## src/rtl/axil_master_pkg.sv

```systemverilog
// Shared types and constants for the AXI4-Lite command master.
package axil_master_pkg;

    typedef enum logic [2:0] {
        ST_IDLE,
        ST_WR,
        ST_WR_RESP,
        ST_RD_ADDR,
        ST_RD_DATA,
        ST_RSP
    } state_t;

    localparam logic [1:0] AXI_RESP_OKAY   = 2'b00;
    localparam logic [1:0] AXI_RESP_SLVERR = 2'b10;
    localparam logic [1:0] AXI_RESP_DECERR = 2'b11;

    // Width of the response-wait counter; never narrower than one bit.
    function automatic int tmo_ctr_width(input int cycles);
        return (cycles > 2) ? $clog2(cycles) : 1;
    endfunction

endpackage

```

## src/rtl/axil_timeout_ctr.sv

```systemverilog
// Response-wait counter: cleared on command accept, counts while a transaction is in flight.
// o_expired fires on the cycle whose edge brings the count to TIMEOUT_CYCLES-1.
module axil_timeout_ctr
    import axil_master_pkg::*;
#(
    parameter int TIMEOUT_CYCLES = 1024
) (
    input  logic clk,
    input  logic rst,
    input  logic i_clear,
    input  logic i_enable,
    output logic o_expired
);

    localparam int            CW   = tmo_ctr_width(TIMEOUT_CYCLES);
    localparam logic [CW-1:0] LAST = CW'(TIMEOUT_CYCLES - 2);

    logic [CW-1:0] r_cnt;

    always_ff @(posedge clk or posedge rst) begin
        if (rst) begin
            r_cnt <= '0;
        end else if (i_clear) begin
            r_cnt <= '0;
        end else if (i_enable) begin
            r_cnt <= r_cnt + 1'b1;
        end
    end

    // Outputs are registered downstream, so decide one count early.
    assign o_expired = i_enable && (r_cnt == LAST);

endmodule

```

## src/rtl/axil_cmd_master.sv

```systemverilog
// One-outstanding register command -> AXI4-Lite master; cmd handshake to rsp_valid is 3 cycles with a zero-wait slave.
// cmd_ready stays low until the response is consumed. Optional response timeout: AXIL_MASTER_TIMEOUT_EN.
module axil_cmd_master
    import axil_master_pkg::*;
#(
    parameter int ADDR_WIDTH     = 32,
    parameter int DATA_WIDTH     = 32,
    parameter int TIMEOUT_CYCLES = 1024
) (
    input  logic                      ACLK,
    input  logic                      ARESET,
    input  logic                      cmd_valid,
    output logic                      cmd_ready,
    input  logic                      cmd_rnw,
    input  logic [ADDR_WIDTH-1:0]     cmd_addr,
    input  logic [DATA_WIDTH-1:0]     cmd_wdata,
    input  logic [DATA_WIDTH/8-1:0]   cmd_wstrb,
    output logic                      rsp_valid,
    input  logic                      rsp_ready,
    output logic [DATA_WIDTH-1:0]     rsp_rdata,
    output logic [1:0]                rsp_resp,
    output logic                      rsp_timeout,
    output logic [ADDR_WIDTH-1:0]     M_AXI_AWADDR,
    output logic                      M_AXI_AWVALID,
    input  logic                      M_AXI_AWREADY,
    output logic [DATA_WIDTH-1:0]     M_AXI_WDATA,
    output logic [DATA_WIDTH/8-1:0]   M_AXI_WSTRB,
    output logic                      M_AXI_WVALID,
    input  logic                      M_AXI_WREADY,
    input  logic [1:0]                M_AXI_BRESP,
    input  logic                      M_AXI_BVALID,
    output logic                      M_AXI_BREADY,
    output logic [ADDR_WIDTH-1:0]     M_AXI_ARADDR,
    output logic                      M_AXI_ARVALID,
    input  logic                      M_AXI_ARREADY,
    input  logic [DATA_WIDTH-1:0]     M_AXI_RDATA,
    input  logic [1:0]                M_AXI_RRESP,
    input  logic                      M_AXI_RVALID,
    output logic                      M_AXI_RREADY
);

    localparam logic [ADDR_WIDTH-1:0] ADDR_ALIGN_MASK = ~ADDR_WIDTH'(3);

    state_t                    r_state;
    state_t                    w_nxt_state;
    logic                      r_cmd_ready;
    logic                      r_awvalid;
    logic                      r_wvalid;
    logic                      r_arvalid;
    logic                      r_rsp_valid;
    logic                      r_resp_rdy;
    logic [ADDR_WIDTH-1:0]     r_addr;
    logic [DATA_WIDTH-1:0]     r_wdata;
    logic [DATA_WIDTH/8-1:0]   r_wstrb;
    logic [DATA_WIDTH-1:0]     r_rsp_rdata;
    logic [1:0]                r_rsp_resp;

    logic w_awvalid;
    logic w_wvalid;
    logic w_arvalid;
    logic w_rsp_valid;
    logic w_cmd_acc;
    logic w_cap_b;
    logic w_cap_r;
    logic w_tmo_fire;
    logic w_expired;

`ifdef AXIL_MASTER_TIMEOUT_EN
    logic w_busy;
    logic r_rsp_timeout;

    assign w_busy = (r_state == ST_WR) || (r_state == ST_WR_RESP) ||
                    (r_state == ST_RD_ADDR) || (r_state == ST_RD_DATA);

    axil_timeout_ctr #(
        .TIMEOUT_CYCLES (TIMEOUT_CYCLES)
    ) u_timeout_ctr (
        .clk       (ACLK),
        .rst       (ARESET),
        .i_clear   (w_cmd_acc),
        .i_enable  (w_busy),
        .o_expired (w_expired)
    );

    always_ff @(posedge ACLK or posedge ARESET) begin
        if (ARESET) begin
            r_rsp_timeout <= 1'b0;
        end else if (w_tmo_fire) begin
            r_rsp_timeout <= 1'b1;
        end else if (w_cap_b || w_cap_r) begin
            r_rsp_timeout <= 1'b0;
        end
    end

    assign rsp_timeout = r_rsp_timeout;
`else
    assign w_expired   = 1'b0;
    assign rsp_timeout = 1'b0;
`endif

    always_comb begin
        w_nxt_state = r_state;
        w_awvalid   = r_awvalid;
        w_wvalid    = r_wvalid;
        w_arvalid   = r_arvalid;
        w_rsp_valid = r_rsp_valid;
        w_cmd_acc   = 1'b0;
        w_cap_b     = 1'b0;
        w_cap_r     = 1'b0;
        w_tmo_fire  = 1'b0;
        if (w_expired) begin
            w_tmo_fire  = 1'b1;
            w_awvalid   = 1'b0;
            w_wvalid    = 1'b0;
            w_arvalid   = 1'b0;
            w_rsp_valid = 1'b1;
            w_nxt_state = ST_RSP;
        end else begin
            case (r_state)
                ST_IDLE: begin
                    if (cmd_valid && r_cmd_ready) begin
                        w_cmd_acc = 1'b1;
                        if (cmd_rnw) begin
                            w_arvalid   = 1'b1;
                            w_nxt_state = ST_RD_ADDR;
                        end else begin
                            w_awvalid   = 1'b1;
                            w_wvalid    = 1'b1;
                            w_nxt_state = ST_WR;
                        end
                    end
                end
                ST_WR: begin
                    // AW and W retire independently, in either order.
                    if (M_AXI_AWREADY) w_awvalid = 1'b0;
                    if (M_AXI_WREADY)  w_wvalid  = 1'b0;
                    if (!w_awvalid && !w_wvalid) w_nxt_state = ST_WR_RESP;
                end
                ST_WR_RESP: begin
                    if (M_AXI_BVALID) begin
                        w_cap_b     = 1'b1;
                        w_rsp_valid = 1'b1;
                        w_nxt_state = ST_RSP;
                    end
                end
                ST_RD_ADDR: begin
                    if (M_AXI_ARREADY) begin
                        w_arvalid   = 1'b0;
                        w_nxt_state = ST_RD_DATA;
                    end
                end
                ST_RD_DATA: begin
                    if (M_AXI_RVALID) begin
                        w_cap_r     = 1'b1;
                        w_rsp_valid = 1'b1;
                        w_nxt_state = ST_RSP;
                    end
                end
                ST_RSP: begin
                    if (rsp_ready) begin
                        w_rsp_valid = 1'b0;
                        w_nxt_state = ST_IDLE;
                    end
                end
                default: w_nxt_state = ST_IDLE;
            endcase
        end
    end

    always_ff @(posedge ACLK or posedge ARESET) begin
        if (ARESET) begin
            r_state     <= ST_IDLE;
            r_cmd_ready <= 1'b0;
            r_awvalid   <= 1'b0;
            r_wvalid    <= 1'b0;
            r_arvalid   <= 1'b0;
            r_rsp_valid <= 1'b0;
            r_resp_rdy  <= 1'b0;
        end else begin
            r_state     <= w_nxt_state;
            r_cmd_ready <= (w_nxt_state == ST_IDLE);
            r_awvalid   <= w_awvalid;
            r_wvalid    <= w_wvalid;
            r_arvalid   <= w_arvalid;
            r_rsp_valid <= w_rsp_valid;
            r_resp_rdy  <= 1'b1;
        end
    end

    // B/R beats are always accepted; ones that arrive outside WR_RESP/RD_DATA are dropped.
    always_ff @(posedge ACLK or posedge ARESET) begin
        if (ARESET) begin
            r_addr      <= '0;
            r_wdata     <= '0;
            r_wstrb     <= '0;
            r_rsp_rdata <= '0;
            r_rsp_resp  <= AXI_RESP_OKAY;
        end else begin
            if (w_cmd_acc) begin
                r_addr  <= cmd_addr & ADDR_ALIGN_MASK;
                r_wdata <= cmd_wdata;
                r_wstrb <= cmd_wstrb;
            end
            if (w_cap_b) begin
                r_rsp_rdata <= '0;
                r_rsp_resp  <= M_AXI_BRESP;
            end else if (w_cap_r) begin
                r_rsp_rdata <= M_AXI_RDATA;
                r_rsp_resp  <= M_AXI_RRESP;
            end else if (w_tmo_fire) begin
                r_rsp_rdata <= '0;
                r_rsp_resp  <= AXI_RESP_OKAY;
            end
        end
    end

    assign cmd_ready     = r_cmd_ready;
    assign rsp_valid     = r_rsp_valid;
    assign rsp_rdata     = r_rsp_rdata;
    assign rsp_resp      = r_rsp_resp;
    assign M_AXI_AWADDR  = r_addr;
    assign M_AXI_AWVALID = r_awvalid;
    assign M_AXI_WDATA   = r_wdata;
    assign M_AXI_WSTRB   = r_wstrb;
    assign M_AXI_WVALID  = r_wvalid;
    assign M_AXI_BREADY  = r_resp_rdy;
    assign M_AXI_ARADDR  = r_addr;
    assign M_AXI_ARVALID = r_arvalid;
    assign M_AXI_RREADY  = r_resp_rdy;

endmodule

```

## config.mk

```make
export PLATFORM = sky130hd
export DESIGN_NAME = axil_cmd_master
export DESIGN_NICKNAME = d
export VERILOG_FILES = /design/src/rtl/axil_master_pkg.sv /design/src/rtl/axil_timeout_ctr.sv /design/src/rtl/axil_cmd_master.sv
export SDC_FILE = /design/constraint.sdc
export NUM_CORES = 1
export LEC_CHECK = 0
export BUFFER_PORTS_ARGS = -buffer_cell sky130_fd_sc_hd__clkbuf_2
export CORE_MARGIN = 5
export CORE_UTILIZATION = 40
export DETAILED_ROUTE_END_ITERATION = 10
export GPL_TIMING_DRIVEN = 0
export HOLD_SLACK_MARGIN = 0.03
export PLACE_DENSITY = 0.87
export SYNTH_ARGS = -nofsm -noshare
export SYNTH_HDL_FRONTEND = slang
export SYNTH_SLANG_ARGS = --single-unit
```

## constraint.sdc

```tcl
create_clock -name ACLK -period 3.15 [get_ports ACLK]
set_input_delay 0.1575 -clock ACLK [delete_from_list [all_inputs] [get_ports ACLK]]
set_output_delay 0.1575 -clock ACLK [all_outputs]
set_load 0.05 [all_outputs]
```

==> impl_metrics.toml, run 1 <==
[critical_path]
crit_cells = 6
crit_start = "r_state[1]"
setup.worst_path.start_class = "flip-flop"
cp_data_arrival_time_ps = 2160
crit_family = "simple AND/OR/NAND/NOR gates"
cpMostUsedCell = "nand2_1"
r2r_start = "r_state[1]"
required_ps = 3390
reg2reg_slack_ps = 1240
cp_max_fo = 10
r2r-end = "M_AXI_ARADDR[3]"
critPathCapture = "M_AXI_ARADDR[3]"
critPathBufInv = 2
critPathMaxStageDelay_ps = 480
crit_chain = "nor2_2, nand4_1, buf_2, buf_1, nand2_1, nand2_1"
end_kind = "flip-flop"
critPathKind = "flip-flop to flip-flop"
cp_slowest_cell = "dfrtp_1"
rr_worst_depth = 6

[sta]
fin_crit_sh_pct = 60.6
fin_skew_ps = 15.5
hold_viol_final = 0
post-route-min-period_ps = 1910
setup_ws_ps = 1240
rsz0062_at_grt = "false"
fin_tns_setup_ps = 0
hold_ws_ps = 39.3
setup_violations = 0
timing.max_slew.rel_slack_pct = 46.0
finalMaxSlewViolations = 0
max_freq_mhz = 523
tightest_slew_ps = 811

[layout]
multi_input_area_um2 = 1320
finalNetCount = 919
drive_gt1_share_pct = 39.5
area.growth.synth_to_final_pct = 59.4
fillerInstances = 821
seq_area_um2 = 2730

[yosys]
synth_edf_count = 0
async_reset_ff_share_pct = 100
ys_seq_area_share_pct = 61.8
yosysMostFrequentCell = "nand2_1"
yosysWarnings = 0
synthFlopType = "dfrtp_1"
syn_inst = 443
yosysUniqueCellTypes = 30
synth_seq_cells = 109
synth_area_leader_cell = "dfrtp_1"
syn_area_um2 = 4420
ys_top_cells_by_area = "dfrtp_1 (62%), nand2_1 (17%), a22o_1 (6.3%)"
synthTopCellsByCount = "nand2_1 (204), dfrtp_1 (109), buf_4 (36), a22o_1 (32), buf_2 (13)"
synth_top_area_share_pct = 61.8
avgSynthCellArea_um2 = 9.97

[drt]
post_drt_wl_per_cell_um = 15.7
vias_per_cell = 4.65
via_count = 4433
drtAntennaViolNets = 0
route.detailed.drc = 0
postRouteWirelength_um = 14900
drt_iter0_drc = 266
drt-pass1-iter-count = 4

[global_route]
grt_pass1_wl_um = 23400
antenna_found_initial = 1
grt_pass1_vias = 4660
grt_max_degree = 65
overflow = 0
gr-usage-all-layers_pct = 22.5

[power]
p_leak_nw = 4.02
ir_worst_vdd_uv = 1180
p_per_area_nw_per_um2 = 1210

[clocking]
clockBufferDepth = 2
post_cts_resized = 0
cts_buffers = 9
insertion_delay_ps = 360
cts_root_buffer = "clkbuf_8"
cts_tree = "done"
cts.sinks = 109
htreeDepth = 3
path_clk_slew_ps = 100

[hold_path]
min-delay-path-class = "input port to flip-flop"

[die]
die_area_um2 = 13200
start_util_pct = 40.7
core_area_um2 = 10800
die_x_um = 115
io_pins = 256
row_count = 38
die_height_um = 115

[placed_design]
place.detailed.hpwl_um = 9500
dp_slack_ps = 1260
place_congestion = 0.812
io_buffer_count = 248

[flow_run]
maxCapViolCount = 0

[status]
run_status = "finished clean"
-- logic make-up (layout without fill, tap and decap cells) --
family          after synthesis  after routing  share of synthesized area, %
compound gates               47             47                          8.53
buf+inv                      61            424                          8.78
flops                       109            109                          61.8
mux                           2              2                         0.453
other cells                   2              9                         0.170
simple gates                222            222                          20.3
-- registers in the layout (all words and copies together), names as in the netlist --
register	flops
M_AXI_ARADDR	30
M_AXI_ARVALID	1
M_AXI_AWVALID	1
M_AXI_BREADY	1
M_AXI_WDATA	32
M_AXI_WSTRB	4
M_AXI_WVALID	1
cmd_ready	1
r_state	3
rsp_rdata	32
rsp_resp	2
rsp_valid	1
-- worst min path at each step --
| stage | to | cells past startpoint | from |
|---|---|---|---|
| 2_1_floorplan | M_AXI_ARADDR[10] | 2 | cmd_addr[10] |
| 3_3_place_gp | M_AXI_WSTRB[1] | 3 | cmd_wstrb[1] |
| 3_5_place_dp | rsp_rdata[19] | 2 | ARESET |
| 4_1_cts | rsp_rdata[18] | 2 | M_AXI_RDATA[18] |
| 5_1_grt | rsp_rdata[30] | 2 | M_AXI_RDATA[30] |
| 6_report | rsp_rdata[18] | 2 | M_AXI_RDATA[18] |
-- timing repair --
| action | in CTS | in global routing |
|---|---|---|
| endpoints found under the hold margin | 160 | 0 |
| setup endpoints to repair | 0 | 0 |
| buffers inserted | 0 | 0 |
| hold buffers | 98 | 0 |
-- final cells by class --
class,instances,area share (%)
Sequential cell,109,38.8
Timing Repair Buffer,347,32.0
Multi-Input combinational cell,277,18.7
Buffer,58,5.35
Tap cell,140,2.49
Clock buffer,10,1.81
Clock inverter,6,0.640
Inverter,3,0.196
Antenna cell,3,0.107
-- through the flow --
stage | total power, mW | util, % | instances | cell area (um2)
after global placement | 7.53 | 53.9 | 835 | 5850
after global routing | 8.97 | 64.9 | 951 | 7030
after CTS | 8.53 | 64.9 | 950 | 7030
after floorplan | 6.39 | - | 447 | 4430
after detailed placement | 7.64 | 54.2 | 836 | 5880
final | 8.53 | 64.9 | 953 | 7040
-- layout by cell type, fill, tap and decap left out, types with 2 or more instances in the layout --
master | synthesis | routed
o21ai_0 | 6 | 6
buf_2 | 13 | 13
inv_6 | 0 | 3
conb_1 | 2 | 6
mux2i_1 | 2 | 2
a22o_1 | 32 | 32
nor2_1 | 3 | 3
nand2_1 | 204 | 204
nor3b_1 | 3 | 3
a21oi_1 | 2 | 2
clkbuf_8 | 0 | 9
clkbuf_1 | 5 | 6
o22ai_1 | 2 | 2
nor2_2 | 2 | 2
buf_4 | 36 | 36
dfrtp_1 | 109 | 109
dlygate4sd3_1 | 0 | 98
clkbuf_2 | 0 | 248
buf_1 | 3 | 3
diode_2 | 0 | 3
nor2b_1 | 3 | 3
inv_1 | 3 | 2
clkinv_2 | 0 | 2
-- power breakdown --
group / leakage, nW / switching, mW / internal [mW]
clock: 0.0914 / 0.476 / 0.296
sequential: 1.39 / 0.441 / 2.04
combinational: 2.54 / 3.97 / 1.31
-- metal layers --
metal / global-route usage, % / vias up / part of all wire [%]
met5: 0 / - / 0
met4: 9.86 / 0 / 3.7
li1: - / 2104 / -
met1: 24.9 / 2059 / 36
met2: 40.7 / 224 / 53
met3: 5.53 / 46 / 8.1
Power figures use the tool's default switching activity.
==> run 2, diff against run 1 <==
- ABC_AREA: default -> 1
- PLACE_DENSITY: 0.87 -> 0.86
- clock period: 3.15 -> 1.7 ns (I/O delays scaled with it)
==> impl_metrics.toml, run 2 <==
[power]
ir_worst_vdd_uv = 1780
p_leak_nw = 4.39
power.total_mw = 16.6
p_per_area_nw_per_um2 = 2230

[sta]
post-route-min-period_ps = 1560
hold_viol_final = 0
tightest_slew_ps = 806
hold_ws_ps = 55.0
setup_violations = 0
fin_skew_ps = 9.04
fin_crit_sh_pct = 91.8
timing.max_slew.rel_slack_pct = 46.2
rsz0062_at_grt = "false"
finalMaxSlewViolations = 0
fin_tns_setup_ps = 0
max_freq_mhz = 641

[critical_path]
r2r_start = "r_state[0]"
end_kind = "flip-flop"
cp_max_fo = 10
rr_worst_depth = 8
reg2reg_slack_ps = 140
critPathKind = "flip-flop to flip-flop"
r2r-end = "M_AXI_WDATA[0]"
required_ps = 1920
cp_data_arrival_time_ps = 1780
setup.worst_path.start_class = "flip-flop"

[clocking]
cts_hold_buf = 102
cts.sinks = 109
htreeDepth = 3
cts_setup_buffers = 0
path_clk_slew_ps = 70
post_cts_resized = 0
clockBufferDepth = 2
cts_tree = "done"
insertion_delay_ps = 340
cts_root_buffer = "clkbuf_16"
cts_buffers = 9

[yosys]
async_reset_ff_share_pct = 100
synthFlopType = "dfrtp_1"
synth_area_leader_cell = "dfrtp_1"
yosysWarnings = 0
synth_top_family_by_area = "simple AND/OR/NAND/NOR gates"
ys_top_cells_by_area = "dfrtp_1 (59%), nand2_1 (24%), buf_4 (7.1%)"
synth_compound_area_share_pct = 0.835
synth_seq_cells = 109
ys_seq_area_share_pct = 58.7
synth_mux_area_share_pct = 0
avgSynthCellArea_um2 = 8.58
synth_top_area_share_pct = 58.7
synthTopCellsByCount = "nand2_1 (293), dfrtp_1 (109), buf_4 (44), nand3_1 (39), inv_1 (13)"
synth_simple_gate_area_share_pct = 29.5
synth_edf_count = 0
synth_xor_area_share_pct = 0
yosysMostFrequentCell = "nand2_1"
syn_inst = 541
syn_area_um2 = 4640
yosysUniqueCellTypes = 18
synth_fa_ha_area_share_pct = 0

[die]
core_area_um2 = 11400
start_util_pct = 40.7
die_height_um = 118
die_area_um2 = 13900
row_count = 39
die_x_um = 118
io_pins = 256

[drt]
vias_per_cell = 4.63
postRouteWirelength_um = 15600
post_drt_wl_per_cell_um = 14.8
drt_iter0_drc = 417
drt-pass1-iter-count = 4
route.detailed.drc = 0
drtAntennaViolNets = 0
via_count = 4889

[layout]
finalNetCount = 1022
drive_gt1_share_pct = 36.4
area.growth.synth_to_final_pct = 60.6
diodes = 0
stdcell_area_um2 = 7460
postLayoutCoreUtil_pct = 65.3
layout_common_cells = "nand2_1 (293), clkbuf_2 (248), dfrtp_1 (109), dlygate4sd3_1 (102), buf_4 (44)"
layout_commonest_cell = "nand2_1"

[placed_design]
place.detailed.hpwl_um = 10100
place_congestion = 0.768
io_buffer_count = 248
dpl-instance-area_um2 = 6120

[hold_path]
min_to = "M_AXI_ARVALID"
min-delay-path-class = "input port to flip-flop"
hp-start = "cmd_rnw"
hold_depth = 3

[global_route]
antenna_found_initial = 0
overflow = 0
grt_pass1_vias = 5108
gr-usage-all-layers_pct = 22.3
grt_pass1_wl_um = 25300
grt_max_degree = 40

[flow_run]
maxCapViolCount = 0

[status]
run_status = "finished clean"
==> run 2: cell families (layout without fill, tap and decap cells) <==
logic type,Yosys count,in the layout
and+or+nand+nor,347,347
DFF,109,109
buffers and inverters,76,443
AOI/OAI and AO/OA,7,7
other,2,6
==> run 2: stage by stage <==
| step | worst slack (ps) | instances |
|---|---|---|
| 6_report | 139 | 1055 |
| 2_1_floorplan | 224 | 545 |
| 5_1_grt | 21.6 | 1055 |
| 3_3_place_gp | -408 | 936 |
| 3_5_place_dp | 161 | 938 |
| 4_1_cts | 142 | 1055 |
==> run 2: worst max path at each step <==
stage	start	to	slack (ps)
finish	r_state[0]	M_AXI_WDATA[0]	140
global route	r_state[2]	rsp_rdata[26]	20
CTS	r_state[0]	M_AXI_ARADDR[7]	140
detailed placement	r_state[0]	M_AXI_ARADDR[7]	160
global placement	ARESET	M_AXI_ARADDR[14]	-410
floorplan	cmd_ready	M_AXI_ARADDR[10]	220
==> run 2: layout make-up <==
class | instances | area [um2]
flip-flops and latches | 109 | 2730
plain buffers | 60 | 442
inverters | 16 | 63.8
well taps | 143 | 179
fillers | 881 | 3960
clock buffers | 11 | 243
repair buffers | 352 | 2300
multi-input cells | 360 | 1430
clock inverters | 4 | 72.6
==> run 2: power by group <==
group,internal [mW],switching (mW)
clock,1.32,0.899
combinational,2.37,7.50
sequential,3.77,0.768
==> run 2: critical path, cell delays in order, from the launching register on <==
cell     delay [ps]
dfrtp_1         460
nor2_2          200
nand2_2         120
nor2_4          150
inv_2            80
buf_6           150
buf_6           140
nand2_1          80
nand2_1          70
==> run 2: metal layers <==
metal | up-vias | global-route usage (%) | share of wire (%)
met5 | - | 0 | 0
met3 | 67 | 5.57 | 6.7
met2 | 232 | 39.1 | 52
li1 | 2341 | - | -
met1 | 2249 | 24.1 | 36
met4 | 0 | 13.0 | 5.5
